File: config.mk
export PLATFORM = sky130hd
export DESIGN_NAME = mem_arbiter
export DESIGN_NICKNAME = d
export VERILOG_FILES = /design/src/rtl/mem_arbiter_pkg.sv /design/src/rtl/mem_arbiter_we_pulse_timer.sv /design/src/rtl/mem_arbiter.sv
export SDC_FILE = /design/constraint.sdc
export NUM_CORES = 1
export LEC_CHECK = 0
export ABC_AREA = 1
export CAP_MARGIN = 20
export CORE_MARGIN = 2
export CORE_UTILIZATION = 45
export CTS_CLUSTER_DIAMETER = 100
export DETAILED_ROUTE_END_ITERATION = 12
export HOLD_SLACK_MARGIN = 0.02
export PLACE_DENSITY = 0.95
export SLEW_MARGIN = 5
export SYNTH_ARGS = -nofsm -noshare
export SYNTH_HDL_FRONTEND = slang
export SYNTH_SLANG_ARGS = --single-unit
File: constraint.sdc
create_clock -name clk -period 2.4 [get_ports clk]
set_clock_uncertainty 0.15 [all_clocks]
set_input_delay 0.48 -clock clk [delete_from_list [all_inputs] [get_ports clk]]
set_output_delay 0.48 -clock clk [all_outputs]
set_load 0.02 [all_outputs]
File: src/rtl/mem_arbiter_pkg.sv
// Shared encodings for the two-port SRAM arbiter.
// Covers the FSM states, data-port commands, grant identifiers and the WE pulse counter width.
package mem_arbiter_pkg;

  typedef enum logic [2:0] {
    ST_IDLE     = 3'd0,
    ST_RD       = 3'd1,
    ST_WR_SETUP = 3'd2,
    ST_WR_PULSE = 3'd3,
    ST_WR_HOLD  = 3'd4
  } arbState_e;

  typedef enum logic [1:0] {
    CTRL_IDLE = 2'b00,
    CTRL_RD   = 2'b01,
    CTRL_WR   = 2'b10,
    CTRL_RSVD = 2'b11
  } aCtrl_e;

  typedef enum logic {
    GRANT_A = 1'b0,
    GRANT_B = 1'b1
  } grant_e;

  localparam int CNT_W = 4;

  // Only read and write are real requests; the reserved code behaves like idle.
  function automatic logic isAccess(input logic [1:0] ctrl);
    return (ctrl == CTRL_RD) || (ctrl == CTRL_WR);
  endfunction

endpackage

File: src/rtl/mem_arbiter_we_pulse_timer.sv
// Down-counter that times the SRAM write-enable pulse.
// It loads a preset, decrements to zero and then holds there.
module we_pulse_timer
  import mem_arbiter_pkg::*;
(
  input  logic             clk,
  input  logic             rst,
  input  logic             load,
  input  logic [CNT_W-1:0] loadVal,
  input  logic             dec,
  output logic             zero
);

  logic [CNT_W-1:0] count;

  always_ff @(posedge clk or negedge rst) begin
    if (!rst) begin
      count <= '0;
    end else if (load) begin
      count <= loadVal;
    end else if (dec && (count != '0)) begin
      count <= count - 1'b1;
    end
  end

  assign zero = (count == '0);

endmodule

File: src/rtl/mem_arbiter.sv
// Arbitrates a CPU data port (A) and an instruction-fetch port (B) onto one asynchronous SRAM.
// Every SRAM strobe and the pad drive enable come straight from flops.
module mem_arbiter
  import mem_arbiter_pkg::*;
#(
  parameter int ADDR_W    = 16,
  parameter int DATA_W    = 16,
  parameter int WE_CYCLES = 1
) (
  input  logic              clk,
  input  logic              rst,
  input  logic [1:0]        a_ctrl,
  input  logic [ADDR_W-1:0] a_addr,
  input  logic [DATA_W-1:0] a_wdata,
  output logic [DATA_W-1:0] a_rdata,
  output logic              a_done,
  input  logic              b_req,
  input  logic [ADDR_W-1:0] b_addr,
  output logic [DATA_W-1:0] b_rdata,
  output logic              b_done,
  output logic              busy,
  output logic [ADDR_W-1:0] ram_addr,
  output logic [DATA_W-1:0] ram_dout,
  input  logic [DATA_W-1:0] ram_din,
  output logic              ram_drive,
  output logic              ram_ce_n,
  output logic              ram_oe_n,
  output logic              ram_we_n,
  output arbState_e         dbgState
);

  localparam logic [CNT_W-1:0] WE_LOAD = CNT_W'(WE_CYCLES - 1);

  // Handshake: a request (a_ctrl read/write, or b_req) is taken only on an edge
  // where the FSM is IDLE and that port wins arbitration; the request may then be
  // dropped. Completion is a single-cycle a_done/b_done; rdata stays valid until
  // the next completion on the same port.

  arbState_e state, stateNext;
  grant_e    lastGrant, curPort;
  logic      aReq;
  logic      grantA, grantB;
  logic      timerLoad, timerDec, timerZero;

  assign aReq = isAccess(a_ctrl);

  always_ff @(posedge clk or negedge rst) begin
    if (!rst) begin
      state <= ST_IDLE;
    end else begin
      state <= stateNext;
    end
  end

  always_comb begin
    stateNext = state;
    grantA    = 1'b0;
    grantB    = 1'b0;
    timerLoad = 1'b0;
    timerDec  = 1'b0;
    unique case (state)
      ST_IDLE: begin
        // B takes the slot when A is absent or A was served last, so neither port starves.
        if (b_req && (!aReq || (lastGrant == GRANT_A))) begin
          grantB    = 1'b1;
          stateNext = ST_RD;
        end else if (aReq) begin
          grantA    = 1'b1;
          stateNext = (a_ctrl == CTRL_WR) ? ST_WR_SETUP : ST_RD;
        end
      end
      ST_RD:       stateNext = ST_IDLE;
      ST_WR_SETUP: begin
        timerLoad = 1'b1;
        stateNext = ST_WR_PULSE;
      end
      ST_WR_PULSE: begin
        if (timerZero) begin
          stateNext = ST_WR_HOLD;
        end else begin
          timerDec = 1'b1;
        end
      end
      ST_WR_HOLD:  stateNext = ST_IDLE;
      default:     stateNext = ST_IDLE;
    endcase
  end

  we_pulse_timer u_weTimer (
    .clk     (clk),
    .rst     (rst),
    .load    (timerLoad),
    .loadVal (WE_LOAD),
    .dec     (timerDec),
    .zero    (timerZero)
  );

  // Strobes are registered from the next state so they line up with the state they describe.
  always_ff @(posedge clk or negedge rst) begin
    if (!rst) begin
      ram_ce_n  <= 1'b1;
      ram_oe_n  <= 1'b1;
      ram_we_n  <= 1'b1;
      ram_drive <= 1'b0;
    end else begin
      ram_ce_n  <= (stateNext == ST_IDLE);
      ram_oe_n  <= (stateNext != ST_RD);
      ram_we_n  <= (stateNext != ST_WR_PULSE);
      ram_drive <= (stateNext inside {ST_WR_SETUP, ST_WR_PULSE, ST_WR_HOLD});
    end
  end

  always_ff @(posedge clk or negedge rst) begin
    if (!rst) begin
      ram_addr  <= '0;
      ram_dout  <= '0;
      lastGrant <= GRANT_B;
      curPort   <= GRANT_A;
    end else if (grantA) begin
      ram_addr  <= a_addr;
      lastGrant <= GRANT_A;
      curPort   <= GRANT_A;
      if (a_ctrl == CTRL_WR) begin
        ram_dout <= a_wdata;
      end
    end else if (grantB) begin
      ram_addr  <= b_addr;
      lastGrant <= GRANT_B;
      curPort   <= GRANT_B;
    end
  end

  always_ff @(posedge clk or negedge rst) begin
    if (!rst) begin
      a_rdata <= '0;
      b_rdata <= '0;
      a_done  <= 1'b0;
      b_done  <= 1'b0;
    end else begin
      a_done <= 1'b0;
      b_done <= 1'b0;
      if (state == ST_RD) begin
        if (curPort == GRANT_A) begin
          a_rdata <= ram_din;
          a_done  <= 1'b1;
        end else begin
          b_rdata <= ram_din;
          b_done  <= 1'b1;
        end
      end
      if (state == ST_WR_HOLD) begin
        a_done <= 1'b1;
      end
    end
  end

  assign busy     = (state != ST_IDLE);
  assign dbgState = state;

endmodule

# == Word-level counts from Yosys, hierarchy flattened ==
# Index checks and enable logic that the tools add are counted.
# op_classes
bitwise_logic,2
n_mux,24
reduce_logical,16
eq_ne,11
addsub,1
# op_table
cell,n
16-bit 2-to-1 mux,2
1-bit 2-to-1 mux,15
3-bit by 2-bit == test with 1-bit output (second input constant),4
3-bit 2-to-1 mux,3
3-bit one-hot mux with 3 select lines,1
4-bit 2-to-1 mux,2
3-bit == test (second input constant),2
3-bit logical NOT,2
2-bit AND reduction,3
3-bit nonzero test,2
4-bit logical NOT,1
2-bit nonzero test,2
4-bit nonzero test,1
4-bit by 1-bit subtractor with 4-bit output (second input constant),1
3-bit by 1-bit == test with 1-bit output (second input constant),1
3-bit by 1-bit != test with 1-bit output (second input constant),1
3-bit by 2-bit != test with 1-bit output (second input constant),1
2-bit by 1-bit == test with 1-bit output (second input constant),1
2-bit == test (second input constant),1
1-bit logical AND,2
1-bit logical OR,2
2-bit 2-to-1 mux,1
1-bit inverter,2
1-bit logical NOT,1
# word_totals
register_bits,79
output_inout_bits,74
in_bits,69
wordCells,68

# == Depth between registers and ports, before layout ==
# depth
depth_word,9
mapped_depth,10
depth_no_buf,9

# == Cells and area by module ==
# Synthesis repeated with hierarchy kept, for this count alone.
# unflattened
cells_unflattened,405
hier_area_um2,3472.1
# by_module_without_submodules
module,cells_per_inst,instances,area_per_inst_um2,seq_area_each_um2
mem_arbiter,359,1,3176.8,1881.8
we_pulse_timer,46,1,295.3,100.1

# == Worst setup path after synthesis ==
# No wires, ideal clock.
# synth_timing
path_kind,input port to flip-flop
start,input a_ctrl[0]
end,register ram_addr[10]
setup_slack_ns,0.570
path_buffers,1
stages,7
required_time_ns,2.125
t_arrival_ns,1.555
setup_ns,0.125
cell_sequence,inv_1 -> ha_1 -> a21oi_2 -> nand2_2 -> buf_4 -> nand3_1 -> nand3_1
# synth_via
elab_chain_len,8
word_cells_on_any_way,13
classes_between,eq/ne (2); mux (6); reduce/logical (5)
# synth_rtl
element,line,rtl
start: declaration,mem_arbiter.sv:12,"input logic [1:0] a_ctrl,"
2-bit by 1-bit == test with 1-bit output / 2-bit == test (equally long branches),mem_arbiter_pkg.sv:29,return (ctrl == CTRL_RD) || (ctrl == CTRL_WR);
1-bit logical OR (*),mem_arbiter_pkg.sv:29,
1-bit logical NOT,mem_arbiter.sv:64,if (b_req && (!aReq || (lastGrant == GRANT_A))) begin
1-bit logical OR,mem_arbiter.sv:64,
1-bit logical AND,mem_arbiter.sv:64,
1-bit 2-to-1 mux,mem_arbiter.sv:64,
1-bit 2-to-1 mux,mem_arbiter.sv:61,unique case (state)
16-bit 2-to-1 mux / 2-bit nonzero test (equally long branches),--,
end signal: assignment,mem_arbiter.sv:120,ram_addr <= a_addr;
end signal: assignment,mem_arbiter.sv:127,ram_addr <= b_addr;
end: declaration,mem_arbiter.sv:22,"output logic [ADDR_W-1:0] ram_addr,"
# Mark *: on every way between the ends. The rest lies on a longest branch, timed or not.
# A chain may end at the register's enable or synchronous reset.

# == Worst setup path in the final report ==
# layout_timing
start,input a_ctrl[0]
end,register ram_dout[0]
# layout_via
elab_chain_len,8
word_cells_on_any_way,10
classes_between,eq/ne (2); mux (3); reduce/logical (5)
# layout_rtl
element,line,rtl
2-bit by 1-bit == test with 1-bit output / 2-bit == test (equally long branches),"mem_arbiter_pkg.sv:29, mem_arbiter.sv:123",
1-bit logical OR,mem_arbiter_pkg.sv:29,
1-bit logical NOT,mem_arbiter.sv:64,
1-bit logical OR,mem_arbiter.sv:64,
1-bit logical AND,mem_arbiter.sv:64,
1-bit 2-to-1 mux,mem_arbiter.sv:64,
1-bit 2-to-1 mux,mem_arbiter.sv:61,
2-bit AND reduction (no source line) (*),--,
end signal: assignment,mem_arbiter.sv:124,ram_dout <= a_wdata;
end: declaration,mem_arbiter.sv:23,"output logic [DATA_W-1:0] ram_dout,"
# Marked as above.

==> metrics.yaml <==
outcome:
  status: "completed"
synth:
  synth_ff_type: "dfrtp_1"
  yosys.area.top_type: "dfrtp_1"
  synthArstFlopShare_pct: 100
  synth_edf_count: 0
  syn_avg_cell_area_um2: 9.26
  synth_nets: 427
  netlist_top_cells_area: "dfrtp_1, nand2_1, nand3_1"
  yosys.area.top_type_share_pct: 57.1
  yosys.cell_types.count: 24
  syn_inst: 355
  ys_warn_count: 0
  synth_most_common_cell: "nand2_1"
  synth-seq-cells: 79
  ys_seq_area_share_pct: 60.3
  ys_top_cells_by_count: "nand2_1, dfrtp_1, nand3_1, o21ai_0, inv_1"
  mappedNetlistArea_mm2: 0.00329
detailed_routing:
  wl_met1_mm: 3.55
  dr.first_iter.drc_count: 132
  drc: 0
  top_layer_used: "met4"
  dr.pass1.iters: 4
  routed-via-count: 2959
  wire_per_inst_um: 14.3
  drt-total-wl_mm: 8.65
  drt-vias-per-instance: 4.89
  met3_length_um: 713
  ant_nets: 0
  route.met2.wl_mm: 4.33
placement:
  hpwl_mm: 6.61
  place_area_mm2: 0.00480
  portBuffers: 142
  pre_cts_ws_ps: -133
  dp.cells: 588
  gp_congestion: 0.812
cells_and_area:
  seq_area_mm2: 0.00198
  fin_nets: 573
  fillers: 545
  utilization_pct: 70.1
  drive_gt1_share_pct: 8.10
  design_area_mm2: 0.00503
  area_delta_synth_final_pct: 53.0
  diodes: 0
  multi_input_area_mm2: 0.00110
  fin_cells: 605
setup_path:
  end_kind: "flop"
  arrival_ps: 2300
  worstPathRequired_ps: 2520
  cp-start-kind: "input port"
  crit_start: "a_ctrl[0]"
  cp_max_fo: 19
  timing.rr.start: "dbgState[1]$_DFF_PN0_"
  crit_type: "in -> reg"
clock_network:
  cts_tree: "yes"
  clkTransAtPathRegs_ps: 80
  cts_root_buffer: "clkbuf_8"
  cts_buffers: 9
  cts_setup_buffers: 0
  cts_sinks: 79
  cts_max_level: 3
  clock_tree.buffer_depth: 2
  clk_latency_ps: 330
sta:
  slew_headroom_pct: 75.3
  rsz0062_at_grt: "no"
  timing.hold.ws_ps: 338
  finalCritPeriodShare_pct: 90.7
  maxSlewViolCount: 0
  final.setup.tns_ps: 0
  timing.fmax_mhz: 459
  tightest_slew_ps: 370
  period_needed_ps: 2180
  fin_ws_ps: 222
  finalSetupViolations: 0
  hold_viol_final: 0
die:
  die_w_um: 89.5
  rows: 31
  core_area_mm2: 0.00718
  dieHeight_um: 89.5
  initial_utilization_pct: 45.8
  die_area_mm2: 0.00800
  io_pins: 143
global_route:
  grt_pass1_vias: 2884
  grt_max_degree: 53
  grt-ovfl-total: 0
  grt_pass1_wl_mm: 13.2
  antenna_found_initial: 0
  grtUsageTotal_pct: 21.8
pwr:
  p_leak_nw: 2.39
  p_total_mw: 6.96
  power_density_mw_per_mm2: 1380
  ir_worst_vdd_mv: 0.731
hold_path:
  hold_start: "a_rdata[11]$_DFFE_PN0P_"
  min-delay-path-class: "reg -> reg"
flow_run:
  maxCapViolations: 0
## state kept, by name, summed over array words and instances (netlist names)
register / flops
lastGrant: 1
b_rdata: 16
b_done: 1
ram_dout: 16
dbgState: 3
curPort: 1
a_rdata: 16
ram_we_n: 1
ram_ce_n: 1
ram_oe_n: 1
u_weTimer.count: 4
a_done: 1
ram_drive: 1
ram_addr: 16
## final cells by class
class	count	share of cell area (%)
clock buffer	9	2.46
clock inverter	7	1.92
inverter	31	2.41
multi-input combinational	232	21.9
sequential	79	39.4
tap	99	2.46
timing repair buffer	148	29.5
## where the power goes
group | internal (mW) | switching [mW] | leakage [nW]
Combinational | 1.55 | 1.98 | 1.31
Sequential | 1.99 | 0.378 | 0.975
Clock | 0.587 | 0.478 | 0.102
Total | 4.13 | 2.83 | 2.39
## critical path, cell delays in order
cell and delay [ps]:
clkdlybuf4s50_1 480, inv_1 60, ha_1 360, inv_2 80, nand2_1 60, nand2_2 150
nand3_4 240, inv_4 220, nand2_1 90, nand2_1 80
## worst paths after layout
path | endpoint | slack [ps] | depth (start not counted)
max reg2reg | ram_dout[0]$_DFFE_PN0P_ | 580 | 7
min | a_rdata[11]$_DFFE_PN0P_ | 340 | 2
min in group asynchronous | a_rdata[10]$_DFFE_PN0P_ | 460 | 2
max in group asynchronous | ram_we_n$_DFF_PN1_ | 1000 | 3
max | ram_dout[0]$_DFFE_PN0P_ | 220 | 10
min reg2reg | a_rdata[11]$_DFFE_PN0P_ | 340 | 2
## cells by family after synthesis
logic type	count (synthesis)	synth area share (%)
buffers and inverters	44	6.21
AOI/OAI and AO/OA	40	6.44
DFF	79	60.3
and+or+nand+nor	188	25.6
xor gates and xnor gates	1	0.267
adders and majority gates	3	1.14
## placed cells by master, fill, tap and decap left out, types with 2 or more instances in the layout
cell / n
buf_4: 5
bufinv_16: 2
clkbuf_8: 9
clkdlybuf4s50_1: 140
clkinvlp_4: 3
dfrtp_1: 75
dfstp_2: 4
ha_1: 3
inv_1: 26
inv_2: 3
inv_4: 2
nand2_1: 115
nand2_2: 4
nand3_1: 55
nor2_1: 8
nor2_8: 2
o21ai_0: 37
## layer usage
layer | up-vias | GRT usage [%]
met1 | 1392 | 25.1
met5 | - | 0
met3 | 7 | 5.54
met2 | 132 | 39.2
met4 | 0 | 7.46
li1 | 1428 | -
## repair_timing
| item | in CTS | in global routing |
|---|---|---|
| setup endpoints to repair | 0 | 1 |
| hold endpoints to repair | 25 | 0 |
| resized for setup | 0 | 1 |
| hold buffers | 1 | 0 |
No activity file was read; power rests on OpenSTA's default activity.
